**src/rtl/demux_pkg.sv**
```systemverilog
// Shared types for the nibble-link receive side: FSM states and error causes.
package demux_pkg;

    typedef enum logic {
        IDLE    = 1'b0,
        HAVE_LO = 1'b1
    } state_t;

    localparam logic [1:0] ERR_NONE      = 2'b00;
    localparam logic [1:0] ERR_ORPHAN_HI = 2'b01;
    localparam logic [1:0] ERR_DUP_LO    = 2'b10;
    localparam logic [1:0] ERR_TIMEOUT   = 2'b11;

endpackage

```
**src/rtl/timeout_cnt.sv**
```systemverilog
// Stale-nibble watchdog: counts enabled cycles since the last clear and flags
// the cycle whose closing edge is the TIMEOUT-th one. TIMEOUT=0 disables it.
module timeout_cnt #(
    parameter int TIMEOUT = 16
) (
    input  logic clk,
    input  logic rst_n,
    input  logic clr,
    input  logic en,
    output logic expired
);

    generate
        if (TIMEOUT > 0) begin : g_cnt
            localparam int W = $clog2(TIMEOUT + 1);
            localparam logic [W-1:0] LAST = W'(TIMEOUT - 1);

            logic [W-1:0] cnt_q, cnt_d;

            // Holds at LAST; the FSM leaves HAVE_LO on the expiring edge anyway.
            always_comb begin
                cnt_d = cnt_q;
                if (clr) begin
                    cnt_d = '0;
                end else if (en && (cnt_q != LAST)) begin
                    cnt_d = cnt_q + 1'b1;
                end
            end

            always_ff @(posedge clk or negedge rst_n) begin
                if (!rst_n) begin
                    cnt_q <= '0;
                end else begin
                    cnt_q <= cnt_d;
                end
            end

            assign expired = en && (cnt_q == LAST);
        end else begin : g_off
            assign expired = 1'b0;
        end
    endgenerate

endmodule

```
**src/rtl/demux_1_2_4b.sv**
```systemverilog
// Nibble-link receiver: pairs tagged low/high nibbles into bytes, with
// sequence checking and a stale-low timeout.
module demux_1_2_4b
    import demux_pkg::*;
#(
    parameter int TIMEOUT = 16
) (
    input  logic       clk,
    input  logic       rst_n,
    input  logic [3:0] din,
    input  logic       sel,
    input  logic       din_valid,
    output logic       din_ready,
    output logic [7:0] byte_out,
    output logic       byte_valid,
    input  logic       byte_ready,
    output logic       err,
    output logic [1:0] err_code,
    output state_t     dbg_state_o
);

    // Handshakes: a nibble moves when din_valid && din_ready, a byte moves when
    // byte_valid && byte_ready; both sides sample on the same rising edge.
    // din_ready is built from registers only, so it never depends on byte_ready.

    state_t     state_q, state_d;
    logic [3:0] lo_q, lo_d;
    logic [7:0] byte_q, byte_d;
    logic       bvalid_q, bvalid_d;
    logic       err_q, err_d;
    logic [1:0] code_q, code_d;

    logic accept;
    logic xfer;
    logic expired;

    assign din_ready = !((state_q == HAVE_LO) && bvalid_q);
    assign accept    = din_valid && din_ready;
    assign xfer      = bvalid_q && byte_ready;

    timeout_cnt #(
        .TIMEOUT (TIMEOUT)
    ) u_timeout (
        .clk     (clk),
        .rst_n   (rst_n),
        .clr     (accept),
        .en      (state_q == HAVE_LO),
        .expired (expired)
    );

    always_comb begin
        state_d  = state_q;
        lo_d     = lo_q;
        byte_d   = byte_q;
        bvalid_d = bvalid_q;
        err_d    = 1'b0;
        code_d   = code_q;

        if (xfer) begin
            bvalid_d = 1'b0;
        end

        case (state_q)
            IDLE: begin
                if (accept) begin
                    if (!sel) begin
                        lo_d    = din;
                        state_d = HAVE_LO;
                    end else begin
                        err_d  = 1'b1;
                        code_d = ERR_ORPHAN_HI;
                    end
                end
            end
            HAVE_LO: begin
                // An accept on the expiry cycle takes priority over the timeout.
                if (accept) begin
                    if (sel) begin
                        byte_d   = {din, lo_q};
                        bvalid_d = 1'b1;
                        state_d  = IDLE;
                    end else begin
                        lo_d   = din;
                        err_d  = 1'b1;
                        code_d = ERR_DUP_LO;
                    end
                end else if (expired) begin
                    lo_d    = '0;
                    err_d   = 1'b1;
                    code_d  = ERR_TIMEOUT;
                    state_d = IDLE;
                end
            end
            default: begin
                state_d = IDLE;
            end
        endcase
    end

    always_ff @(posedge clk or negedge rst_n) begin
        if (!rst_n) begin
            state_q  <= IDLE;
            lo_q     <= '0;
            byte_q   <= '0;
            bvalid_q <= 1'b0;
            err_q    <= 1'b0;
            code_q   <= ERR_NONE;
        end else begin
            state_q  <= state_d;
            lo_q     <= lo_d;
            byte_q   <= byte_d;
            bvalid_q <= bvalid_d;
            err_q    <= err_d;
            code_q   <= code_d;
        end
    end

    assign byte_out    = byte_q;
    assign byte_valid  = bvalid_q;
    assign err         = err_q;
    assign err_code    = code_q;
    assign dbg_state_o = state_q;

endmodule

```
**config.mk**
```make
export PLATFORM = sky130hd
export DESIGN_NAME = demux_1_2_4b
export DESIGN_NICKNAME = d
export VERILOG_FILES = /design/src/rtl/demux_pkg.sv /design/src/rtl/timeout_cnt.sv /design/src/rtl/demux_1_2_4b.sv
export SDC_FILE = /design/constraint.sdc
export NUM_CORES = 1
export LEC_CHECK = 0
export ABC_AREA = 0
export CORE_UTILIZATION = 48
export CTS_BUF_LIST = sky130_fd_sc_hd__clkbuf_16
export CTS_CLUSTER_DIAMETER = 50
export DETAILED_ROUTE_END_ITERATION = 16
export PLACE_DENSITY_LB_ADDON = 0.2
export SLEW_MARGIN = 20
export SYNTH_ARGS = -nofsm -noshare
export SYNTH_HDL_FRONTEND = slang
export SYNTH_SLANG_ARGS = --single-unit
export TNS_END_PERCENT = 20
```
**constraint.sdc**
```tcl
create_clock -name clk -period 2.3 [get_ports clk]
set_clock_uncertainty 0.15 [all_clocks]
set_input_delay 0.575 -clock clk [delete_from_list [all_inputs] [get_ports clk]]
set_output_delay 0.575 -clock clk [all_outputs]
set_load 0.05 [all_outputs]
```
==> impl_summary.log, run 1 <==
[metrics] layout-stage area growth over the synthesis result: 31.4%
[metrics] CP required: between 1.5 and 2 ns
[metrics] Final ANT Viol Nets: 0
[metrics] die footprint: 2290 µm²
[metrics] hold buffer count at cts: 0
[metrics] cell area power density: 1080 nW/µm²
[metrics] final wirelength: 1.79 mm
[metrics] post-CTS setup buffer count: 0
[metrics] overflow left after global routing: 0
[metrics] total routing resource utilization after global routing: 17.9%
[metrics] clock transition at the registers of the reported paths: 0.06 ns
[metrics] sum of negative setup slack: 0 ns
[metrics] Die Span X: approximately 48 µm
[metrics] clock net sink count: 22
[metrics] post-synthesis instance area: approximately 1000 µm²
[metrics] length of routed met2 wiring: 839 µm
[metrics] Row Count: 16
[metrics] Filler Cells Inserted: 165
[metrics] Ant. Diodes: 0
[metrics] post-synthesis net count: 93
[metrics] worst hold path stage count: 1
[metrics] Worst path depth: 1
[metrics] port bufs: 22
[metrics] share of the yosys chip area belonging to registers: 54.5%
[metrics] worst-margin pin slew: 0.502 ns
[metrics] global-route wire length before repair: between 2 and 3 mm
[metrics] total vias in the final route: approximately 710
[metrics] Gate Count Post-Synth: 82
[metrics] TritonCTS clock tree: built
[metrics] final routed wire length divided by cell count: 13.3 µm
[metrics] category of the worst setup path launch point: flip-flop
[metrics] period utilization: 94.8%
[metrics] Top delay family on crit path: buffers and inverters
[metrics] number of global-route vias before repair: 661
[metrics] root buffer selected by CTS: clkbuf_16
[metrics] kind of capture point of the worst setup path: output pin
[metrics] initial antenna violation count: 0
[metrics] pin count of the biggest net entering global routing: 23
[metrics] drc violations: 0
[metrics] clock period minus final worst setup slack: 2.18 ns
[metrics] TritonCTS buffer count: 3
[metrics] Worst IR Drop VDD: 0.731 mV
[metrics] path depth of the worst reg2reg path: 6
[metrics] sequence of cells on the critical path: clkdlybuf4s50_1
[metrics] final setup violating endpoints: 0
[metrics] clk_lat worst skew: between 0.2 and 0.3 ns
[metrics] count of buffering cells on the critical path with inverters included: 1
[metrics] Initial Utilization: 51.5%
[metrics] start-to-end type of the worst setup path: flip-flop to output pin
[metrics] placeable core region: 1960 µm²
[metrics] tightest hold margin: between 0.3 and 0.4 ns
[metrics] count of unique library cells instantiated by Yosys: 30
[metrics] routed length on met1: 885 µm
[metrics] via density per instance: between 5 and 6
[metrics] setup repair after global routing missed its margin: no
[metrics] top fanout value on the critical path: 4
[metrics] Detailed Place HPWL: 1.27 mm
[metrics] hold crit path type: flip-flop to flip-flop
[metrics] Mapped Avg Cell Area: 12.3 µm²
[metrics] result of the run: finished clean
[metrics] final hold violation count: 0
[metrics] Max-Slew Margin vs Limit: 66.4%
[metrics] max-slew violation total from the final report: 0
[metrics] total of flip-flops plus latches after synthesis: 22
[metrics] warnings from Yosys: 0
[metrics] Critical Path Max Stage Delay: 0.82 ns
[metrics] amount of wire on met3 after detailed routing: 46 µm
[metrics] cell at the slowest stage of the critical path: clkdlybuf4s50_1
[metrics] CTS Buffer Depth: 2
[metrics] initial DRC count: 14
[metrics] final design utilization: 67.7%
[metrics] total I/O pin count: 23
[metrics] H-tree depth reported by CTS: 1
[metrics] number of maximum-capacitance constraint violations: 0
[metrics] final weighted congestion of routability-driven global placement: 0.727
[metrics] first-pass iteration count of the detailed router: 4
[metrics] fraction of final layout cells sized beyond drive strength 1: between 20% and 30%
[metrics] Fmax achieved: 459 MHz
[metrics] post-cts resize count: 0
[metrics] uppermost signal routing layer after detailed routing: met4
[metrics] fin nets: 120
[metrics] die boundary height: 47.9 µm
[metrics] leakage power: 0.590 nW
[metrics] signal arrival time at the worst endpoint: 1.46 ns
## where the power goes
group	internal [mW]	switching, mW	total, mW
Combinational	0.202	0.334	0.536
Clock	0.232	0.132	0.364
Sequential	0.473	0.0607	0.534
Total	0.907	0.527	1.43
## layout by cell type, fill, tap and decap left out, drive strengths merged, types with 2 or more instances in the layout
cell type       n
nand2           4
nor2b           2
buf             6
a22o            2
nor2            6
mux2            9
mux2i           3
xor2            2
a21oi           4
inv             3
o2bb2ai         3
o21ai           4
dfrtp          22
clkdlybuf4s50  19
ha              2
clkbuf          3
## cell usage after synthesis
master,instances,area share (%)
mux2i_1,3,3.0
nor2b_1,2,1.2
o22ai_1,1,0.62
dfrtp_1,22,54
o21bai_1,1,0.74
ha_1,2,2.5
and3_1,1,0.62
o2bb2ai_1,3,2.6
a22o_1,2,1.7
nor2_1,6,2.2
nand3_1,1,0.49
a21bo_2,1,0.99
inv_1,3,1.1
nand3b_1,1,0.74
mux2_2,9,10
nand2_1,4,1.5
clkbuf_8,1,1.4
buf_6,1,1.1
a21boi_2,1,1.1
o21ai_0,4,2.0
or3_4,1,1.1
xor2_1,2,1.7
nand4_2,1,1.2
a21oi_1,3,1.5
nor3b_1,1,0.74
o22a_1,1,0.87
a22oi_1,1,0.74
nand2b_1,1,0.62
a21oi_2,1,0.87
buf_2,1,0.49
## sequential cells by signal, indices dropped and copies added (netlist names)
name / cells
byte_valid: 1
err: 1
lo_q: 4
dbg_state_o: 1
u_timeout.g_cnt.cnt_q: 5
byte_out: 8
err_code: 2
## logic make-up (layout without fill, tap and decap cells)
| logic type | Yosys count | in the layout | synth area share [%] |
|---|---|---|---|
| AND/OR/NAND/NOR | 19 | 19 | 10.5 |
| multiplexers | 12 | 12 | 13.0 |
| AO/OA/AOI/OAI | 19 | 19 | 13.7 |
| buffers and inverters | 6 | 32 | 4.08 |
| adder cells (fa/ha/maj) | 2 | 2 | 2.47 |
| flip-flops | 22 | 22 | 54.5 |
| XOR/XNOR | 2 | 2 | 1.73 |
## metal layers
metal	track usage, %	vias to the layer above
li1	-	342
met1	22.6	358
met2	28.9	10
met3	3.40	2
met4	10.0	0
met5	0	-
## layout make-up
class	count	area (µm²)	area share (%)
clock buffers	3	75.1	5.65
clock inverters	1	3.75	0.282
inverters	3	11.3	0.847
multi-input cells	54	419	31.5
flip-flops and latches	22	551	41.4
well taps	27	33.8	2.54
repair buffers	25	235	17.7
## final timing paths
path | startpoint | endpoint | slack (ns)
setup / recovery | err_code[0] | err_code[0] | 0.12
hold / removal | byte_out[7] | byte_out[7] | 0.35
setup reg to reg | u_timeout.g_cnt.cnt_q[0] | u_timeout.g_cnt.cnt_q[3] | 0.20
hold reg to reg | byte_out[7] | byte_out[7] | 0.35
max in group asynchronous | rst_n | u_timeout.g_cnt.cnt_q[3] | 1.26
min in group asynchronous | rst_n | u_timeout.g_cnt.cnt_q[0] | 0.52
## through the flow
stage               instance area (µm²)  std cells  power, mW  worst slack, ns
finish                             1330        135       1.43            0.120
global placement                   1250        131       1.07            0.218
detailed placement                 1250        131       1.08            0.203
global route                       1330        135       1.50           0.0719
CTS                                1330        135       1.45            0.110
floorplan                          1010         82      0.899            0.314
(Power assumes the default switching activity.)
==> run 2, diff against run 1 <==
--- a/config.mk
+++ b/config.mk
@@ -10,7 +10,8 @@
 export CTS_BUF_LIST = sky130_fd_sc_hd__clkbuf_16
 export CTS_CLUSTER_DIAMETER = 50
 export DETAILED_ROUTE_END_ITERATION = 16
-export PLACE_DENSITY_LB_ADDON = 0.2
+export GPL_ROUTABILITY_DRIVEN = 1
+export PLACE_DENSITY = 0.79
 export SLEW_MARGIN = 20
 export SYNTH_ARGS = -nofsm -noshare
 export SYNTH_HDL_FRONTEND = slang
==> run 2 against run 1 <==
Core utilization is 1.3 points higher. Hold slack worse by 0.0051 ns. Register-to-register slack got worse by 0.06 ns. Die area is the same. Sequential power about the same. Via count is 3.1% higher. Global-route usage up 1.6 points. Maximum frequency increased by 0.21%. Non-clock buffer count is the same. Sequential share of layout area shrank 0.80 points. Critical path type unchanged. Largest power group unchanged. Highest routed layer unchanged.
==> impl_summary.log, run 2 (synthesis results as in run 1) <==
[metrics] start-to-end type of the worst setup path: flip-flop to output pin (unchanged)
[metrics] kind of capture point of the worst setup path: output pin (unchanged)
[metrics] port bufs: 22 (unchanged)
[metrics] root buffer selected by CTS: clkbuf_16 (unchanged)
[metrics] max FFs per register: 8 (unchanged)
[metrics] count of buffering cells on the critical path with inverters included: 1 (unchanged)
[metrics] placeable core region: 1960 µm² (unchanged)
[metrics] period utilization: 94.6% (was 94.8%)
[metrics] total I/O pin count: 23 (unchanged)
[metrics] TritonCTS buffer count: 3 (unchanged)
[metrics] Row Count: 16 (unchanged)
[metrics] final routed wire length divided by cell count: 14.9 µm (was 13.3 µm)
[metrics] H-tree depth reported by CTS: 1 (unchanged)
[metrics] result of the run: finished clean (unchanged)
[metrics] die boundary height: 47.9 µm (unchanged)
[metrics] leakage power: 0.603 nW (was 0.590 nW)
[metrics] top fanout value on the critical path: 4 (unchanged)
[metrics] clk_lat worst skew: 0.25 ns (about the same)
[metrics] die footprint: 2290 µm² (unchanged)
[metrics] setup repair after global routing missed its margin: no (unchanged)
[metrics] final wirelength: 2.01 mm (was 1.79 mm)
[metrics] Top delay family on crit path: buffers and inverters (unchanged)
[metrics] Fmax achieved: 460 MHz (was 459 MHz)
[metrics] final weighted congestion of routability-driven global placement: 0.753 (was 0.727)
[metrics] worst-margin pin slew: 0.505 ns (was 0.502 ns)
[metrics] pin count of the biggest net entering global routing: 23 (unchanged)
[metrics] part of the total power dissipated in combinational logic: 34.8% (was 37.4%)
[metrics] drc violations: 0 (unchanged)
[metrics] initial DRC count: 8 (was 14)
[metrics] Worst IR Drop VDD: 0.771 mV (was 0.731 mV)
[metrics] CP required: 1.57 ns (about the same)
[metrics] Total Power: 1.56 mW (was 1.43 mW)
[metrics] number of global-route vias before repair: 709 (was 661)
[metrics] final design utilization: 69.1% (was 67.7%)
[metrics] TritonCTS clock tree: built (unchanged)
[metrics] sequence of cells on the critical path: clkdlybuf4s50_1 (unchanged)
[metrics] clock net sink count: 22 (unchanged)
[metrics] hold buffer count at cts: 0 (unchanged)
[metrics] Critical Path Max Stage Delay: 0.81 ns (was 0.82 ns)
[metrics] cell at the slowest stage of the critical path: clkdlybuf4s50_1 (unchanged)
[metrics] Ant. Diodes: 0 (unchanged)
[metrics] hold crit path type: flip-flop to flip-flop (unchanged)
[metrics] clock transition at the registers of the reported paths: 0.06 ns (about the same)
[metrics] Detailed Place HPWL: 1.36 mm (was 1.27 mm)
[metrics] post-placement cell count: 131 (unchanged)
[metrics] total vias in the final route: 734 (was 712)
[metrics] final worst-path setup slack: 0.124 ns (was 0.120 ns)
[metrics] global-route wire length before repair: 3.04 mm (was 2.78 mm)
[metrics] sequential power share: 34.5% (was 37.2%)
[metrics] cell area power density: 1150 nW/µm² (was 1080 nW/µm²)
[metrics] final setup violating endpoints: 0 (unchanged)
[metrics] layout-stage area growth over the synthesis result: 34.0% (was 31.4%)
[metrics] proportion of total power due to net switching: 34.4% (was 36.8%)
[metrics] via density per instance: 5.44 (was 5.27)
[metrics] Final ANT Viol Nets: 0 (unchanged)
[metrics] top library cells by usage in the layout, fill and taps aside: dfrtp_1, clkdlybuf4s50_1, mux2_2 (unchanged)
[metrics] internal power of the cells: 1.02 mW (was 0.907 mW)
[metrics] post-CTS setup buffer count: 0 (unchanged)
[metrics] Die Span X: 47.9 µm (unchanged)
[metrics] max-slew violation total from the final report: 0 (unchanged)
[metrics] fraction of final layout cells sized beyond drive strength 1: 22.2% (was 21.3%)
[metrics] initial antenna violation count: 0 (unchanged)
[metrics] Initial Utilization: 51.5% (unchanged)
[metrics] category of the worst setup path launch point: flip-flop (unchanged)
[metrics] fin nets: 120 (unchanged)
[metrics] final hold violation count: 0 (unchanged)
[metrics] Max-Slew Margin vs Limit: 66.2% (was 66.4%)
[metrics] post-cts resize count: 0 (unchanged)
[metrics] sum of negative setup slack: 0 ns (unchanged)
[metrics] clock period minus final worst setup slack: 2.18 ns (about the same)
[metrics] Filler Cells Inserted: 148 (was 165)
[metrics] CTS Buffer Depth: 2 (unchanged)
[metrics] signal arrival time at the worst endpoint: 1.45 ns (was 1.46 ns)
[metrics] overflow left after global routing: 0 (unchanged)
[metrics] share of power burned in the clock network: 30.7% (was 25.4%)
[metrics] post-route insts no fill: 135 (unchanged)
[metrics] Psw: 0.536 mW (was 0.527 mW)
[metrics] number of maximum-capacitance constraint violations: 0 (unchanged)
[metrics] total routing resource utilization after global routing: 19.5% (was 17.9%)
[metrics] commonest non-fill, non-tap cell in the layout: dfrtp_1 (unchanged)
[metrics] post-place setup slack: 0.215 ns (was 0.203 ns)
[metrics] first-pass iteration count of the detailed router: 4 (unchanged)
==> run 2: area by class of cell <==
cell class	instances	area (µm²)	share of cell area, %
clock buffer	3	75.1	5.54
timing repair buffer	25	235	17.4
sequential	22	551	40.6
tap	27	33.8	2.49
multi-input combinational	54	419	30.9
inverter	3	11.3	0.831
clock inverter	1	30.0	2.22
==> run 2: path summary, 6_finish.rpt <==
path | slack, ns | startpoint | cells past startpoint | to
max reg2reg | 0.14 | u_timeout.g_cnt.cnt_q[0] | 6 | u_timeout.g_cnt.cnt_q[3]
max | 0.12 | err_code[0] | 1 | err_code[0]
min | 0.35 | lo_q[1] | 1 | lo_q[1]
min in group asynchronous | 0.52 | rst_n | 2 | u_timeout.g_cnt.cnt_q[2]
min reg2reg | 0.35 | lo_q[1] | 1 | lo_q[1]
max in group asynchronous | 1.26 | rst_n | 2 | byte_out[1]
==> run 2: layer usage <==
| layer | part of all wire, % | global-route usage (%) | wire length, µm | vias up |
|---|---|---|---|---|
| met2 | 50 | 29.7 | 1010 | 20 |
| met1 | 45 | 25.4 | 895 | 362 |
| met5 | 0 | 0 | 0 | - |
| met4 | 2.3 | 12.2 | 46 | 0 |
| met3 | 2.9 | 3.77 | 59 | 6 |
| li1 | - | - | - | 346 |
==> run 2: per-stage QoR <==
step	instance area (µm²)	hold slack, ns
2_1_floorplan	1010	0.129
3_3_place_gp	1250	0.334
3_5_place_dp	1250	0.336
4_1_cts	1360	0.350
5_1_grt	1360	0.377
6_report	1360	0.347
==> run 2: power by group through the flow <==
| stage | Combinational (mW) | Sequential, mW | Clock [mW] |
|---|---|---|---|
| floorplan | 0.134 | 0.765 | 0 |
| global placement | 0.532 | 0.538 | 0 |
| detailed placement | 0.543 | 0.542 | 0 |
| CTS | 0.547 | 0.538 | 0.489 |
| global route | 0.568 | 0.552 | 0.504 |
| finish | 0.541 | 0.537 | 0.478 |
==> RTL change (config.mk and constraints of run 1) <==
`TIMEOUT` is set to 16 in 2 places; all go to 32.
--- a/src/rtl/timeout_cnt.sv
+++ b/src/rtl/timeout_cnt.sv
@@ -1,7 +1,7 @@
 // Stale-nibble watchdog: counts enabled cycles since the last clear and flags
 // the cycle whose closing edge is the TIMEOUT-th one. TIMEOUT=0 disables it.
 module timeout_cnt #(
-    parameter int TIMEOUT = 16
+    parameter int TIMEOUT = 32
 ) (
     input  logic clk,
     input  logic rst_n,
--- a/src/rtl/demux_1_2_4b.sv
+++ b/src/rtl/demux_1_2_4b.sv
@@ -3,7 +3,7 @@
 module demux_1_2_4b
     import demux_pkg::*;
 #(
-    parameter int TIMEOUT = 16
+    parameter int TIMEOUT = 32
 ) (
     input  logic       clk,
     input  logic       rst_n,
Check against the original RTL: same outputs for any inputs over 10 cycles, from zero or initial values and one cycle with rst_n low; that may be too few to reach the edited logic, so the function may still have changed.
==> RTL change against run 1 <==
Clock power increased by 1%; total power increased by 3.3%; global-route usage increased by 2.4 points; wire length increased by 25%; count of clock-buffer cells in the layout unchanged; area after synthesis increased by 12%; worst setup slack improved by 0.0049 ns; sequential cell count increased by 1; cell area increased by 12%; first-iteration DRC count increased by 43%; sequential power increased by 3%; critical endpoint unchanged; largest power group unchanged.
==> RTL change: results (changes against run 1) <==
Run status
  – Status: complete, no violations

Layout
  – Total Nets Final: 139 (+16%)
  – # diodes: 0 (unchanged)
  – Max FFs per register: 8 (unchanged)
  – Layout cell share with drive strength beyond 1: 0.156 (-0.0567)

Clocking
  – Post-CTS Hold Buffers: 0 (unchanged)
  – Number of CTS-inserted buffers: 3 (unchanged)
  – CTS H-tree depth: 1 (unchanged)
  – Clk pin slew, worst setup/hold paths: 0.06 ns (about the same)
  – Worst-Skew Late Latency: 0.25 ns (about the same)
  – CTS root buf: clkbuf_16
  – Clk buf depth: 2 (unchanged)
  – Post_cts resized: 0 (unchanged)
  – Post-CTS Setup Bufs: 0 (unchanged)

Logic synthesis
  – Seq/Total Area, Yosys: 0.508 (-0.0363)
  – Async S/R FF share, synth: 1.00 (unchanged)
  – Post-synthesis xor/xnor area fraction: 0 (-0.0173)
  – Mean area per synthesized cell: 11.0 um^2 (-11%)
  – Post-synth top flop: dfrtp_1
  – Largest cells by area after synthesis: dfrtp_1 51%, mux2i_1 4.4%, o21ai_0 3.1%
  – Adder-cell area share of the yosys netlist: 0.0110 (-0.0137)
  – Compound-Gate Fraction of Synth Area: 0.180 (+0.0427)
  – Synth cell count leaders: 23 x dfrtp_1, 9 x nand2_1, 7 x o21ai_0
  – Ys Warns: 0 (unchanged)
  – Post-synthesis mux area share: 0.107 (-0.0228)
  – Synthesized Nets: 113 (+22%)
  – Synth cell types: 37 (+23%)

GRT
  – Initial antenna violation count: 0 (unchanged)
  – GRT Total Usage: 0.203 (+0.0238)
  – First-pass GRT wire length: 3850 um (+38%)
  – Largest net degree at the start of global routing: 24 (+4.3%)
  – Vias in the first global route: 838 (+27%)

Critical path
  – Crit-path leading delay family: buffers and inverters
  – Slowest-stage cell, CP: clkdlybuf4s50_1
  – CP arrival: 1.45 ns
  – CP max stage delay: 0.82 ns (about the same)
  – Max FO, Critical Path: 4 (unchanged)

Placed design
  – Port-buffer cells: 22 (unchanged)
  – Area after DPL: 1410 um^2 (+13%)
  – Placed insts: 152 (+16%)
  – Detail Placement HPWL: 1580 um (+24%)
  – GP Congestion: 0.849 (+17%)

Hold path
  – Worst Hold Class: reg2reg

Power and ir drop
  – Clock share of power: 0.249 (-0.005)
  – Flop pwr share: 0.371 (about the same)
  – Internal power: 937 uW (+3.3%)
  – Lkg Pwr: 0.659 nW (+12%)
  – Maximum vdd drop: 0.594 mV (-19%)

Drt
  – Vias/cell: 5.47 (+3.8%)
  – Starting DRT DRC Count: 20 (+6)
  – Drt total wl: 2230 um (+25%)
  – Pre-antenna DRT Iters: 4 (unchanged)
  – Wire per inst: 14.3 um (+8.1%)

STA
  – Slew @ Worst Pin: 0.496 ns (-0.00594 ns)

Job
  – Max cap viols: 0 (unchanged)
RTL change: metal layers:
layer,global-route usage,wire [um],part of all wire,vias up
met3,0.0333,116,0.052,2
met1,0.271,1040,0.47,402
met4,0.0694,17,0.0076,0
met2,0.333,1060,0.47,25
met5,0,0,0,-
li1,-,-,-,425
RTL change: kinds of logic after synthesis:
family | count (synthesis)
AO/OA/AOI/OAI | 28
adder cells (fa/ha/maj) | 1
buffers and inverters | 10
flip-flops | 23
multiplexers | 11
AND/OR/NAND/NOR | 30
RTL change: worst min-delay path, delay by kind of cell (launching register included):
family | cells | cell delay [ns]
AOI/OAI and AO/OA | 1 | 0.06
DFF | 1 | 0.35
and+or+nand+nor | 1 | 0.05
RTL change: cell type report:
class,instances,area [um^2]
repair buffers,27,275
flip-flops and latches,23,576
clock inverters,1,5.00
fillers,171,726
well taps,28,35.0
multi-input cells,70,505
inverters,4,15.0
clock buffers,3,75.1
RTL change: per-stage QoR:
stage	setup WS (ns)	total power, mW	util
2_1_floorplan	0.138	0.919	-
3_3_place_gp	0.128	1.11	0.636
3_5_place_dp	0.105	1.12	0.636
4_1_cts	0.122	1.50	0.672
5_1_grt	0.0842	1.54	0.672
6_report	0.125	1.48	0.672
RTL change: path summary, 6_finish.rpt:
check                                           end                      from  slack [ns]  cells past startpoint
setup / recovery                        err_code[0]               err_code[0]        0.12                      1
hold / removal                          byte_out[5]               byte_out[5]        0.34                      2
setup reg to reg                            lo_q[2]  u_timeout.g_cnt.cnt_q[5]        0.56                      3
hold reg to reg                         byte_out[5]               byte_out[5]        0.34                      2
max in group asynchronous                   lo_q[1]                     rst_n        1.24                      2
min in group asynchronous  u_timeout.g_cnt.cnt_q[1]                     rst_n        0.53                      2
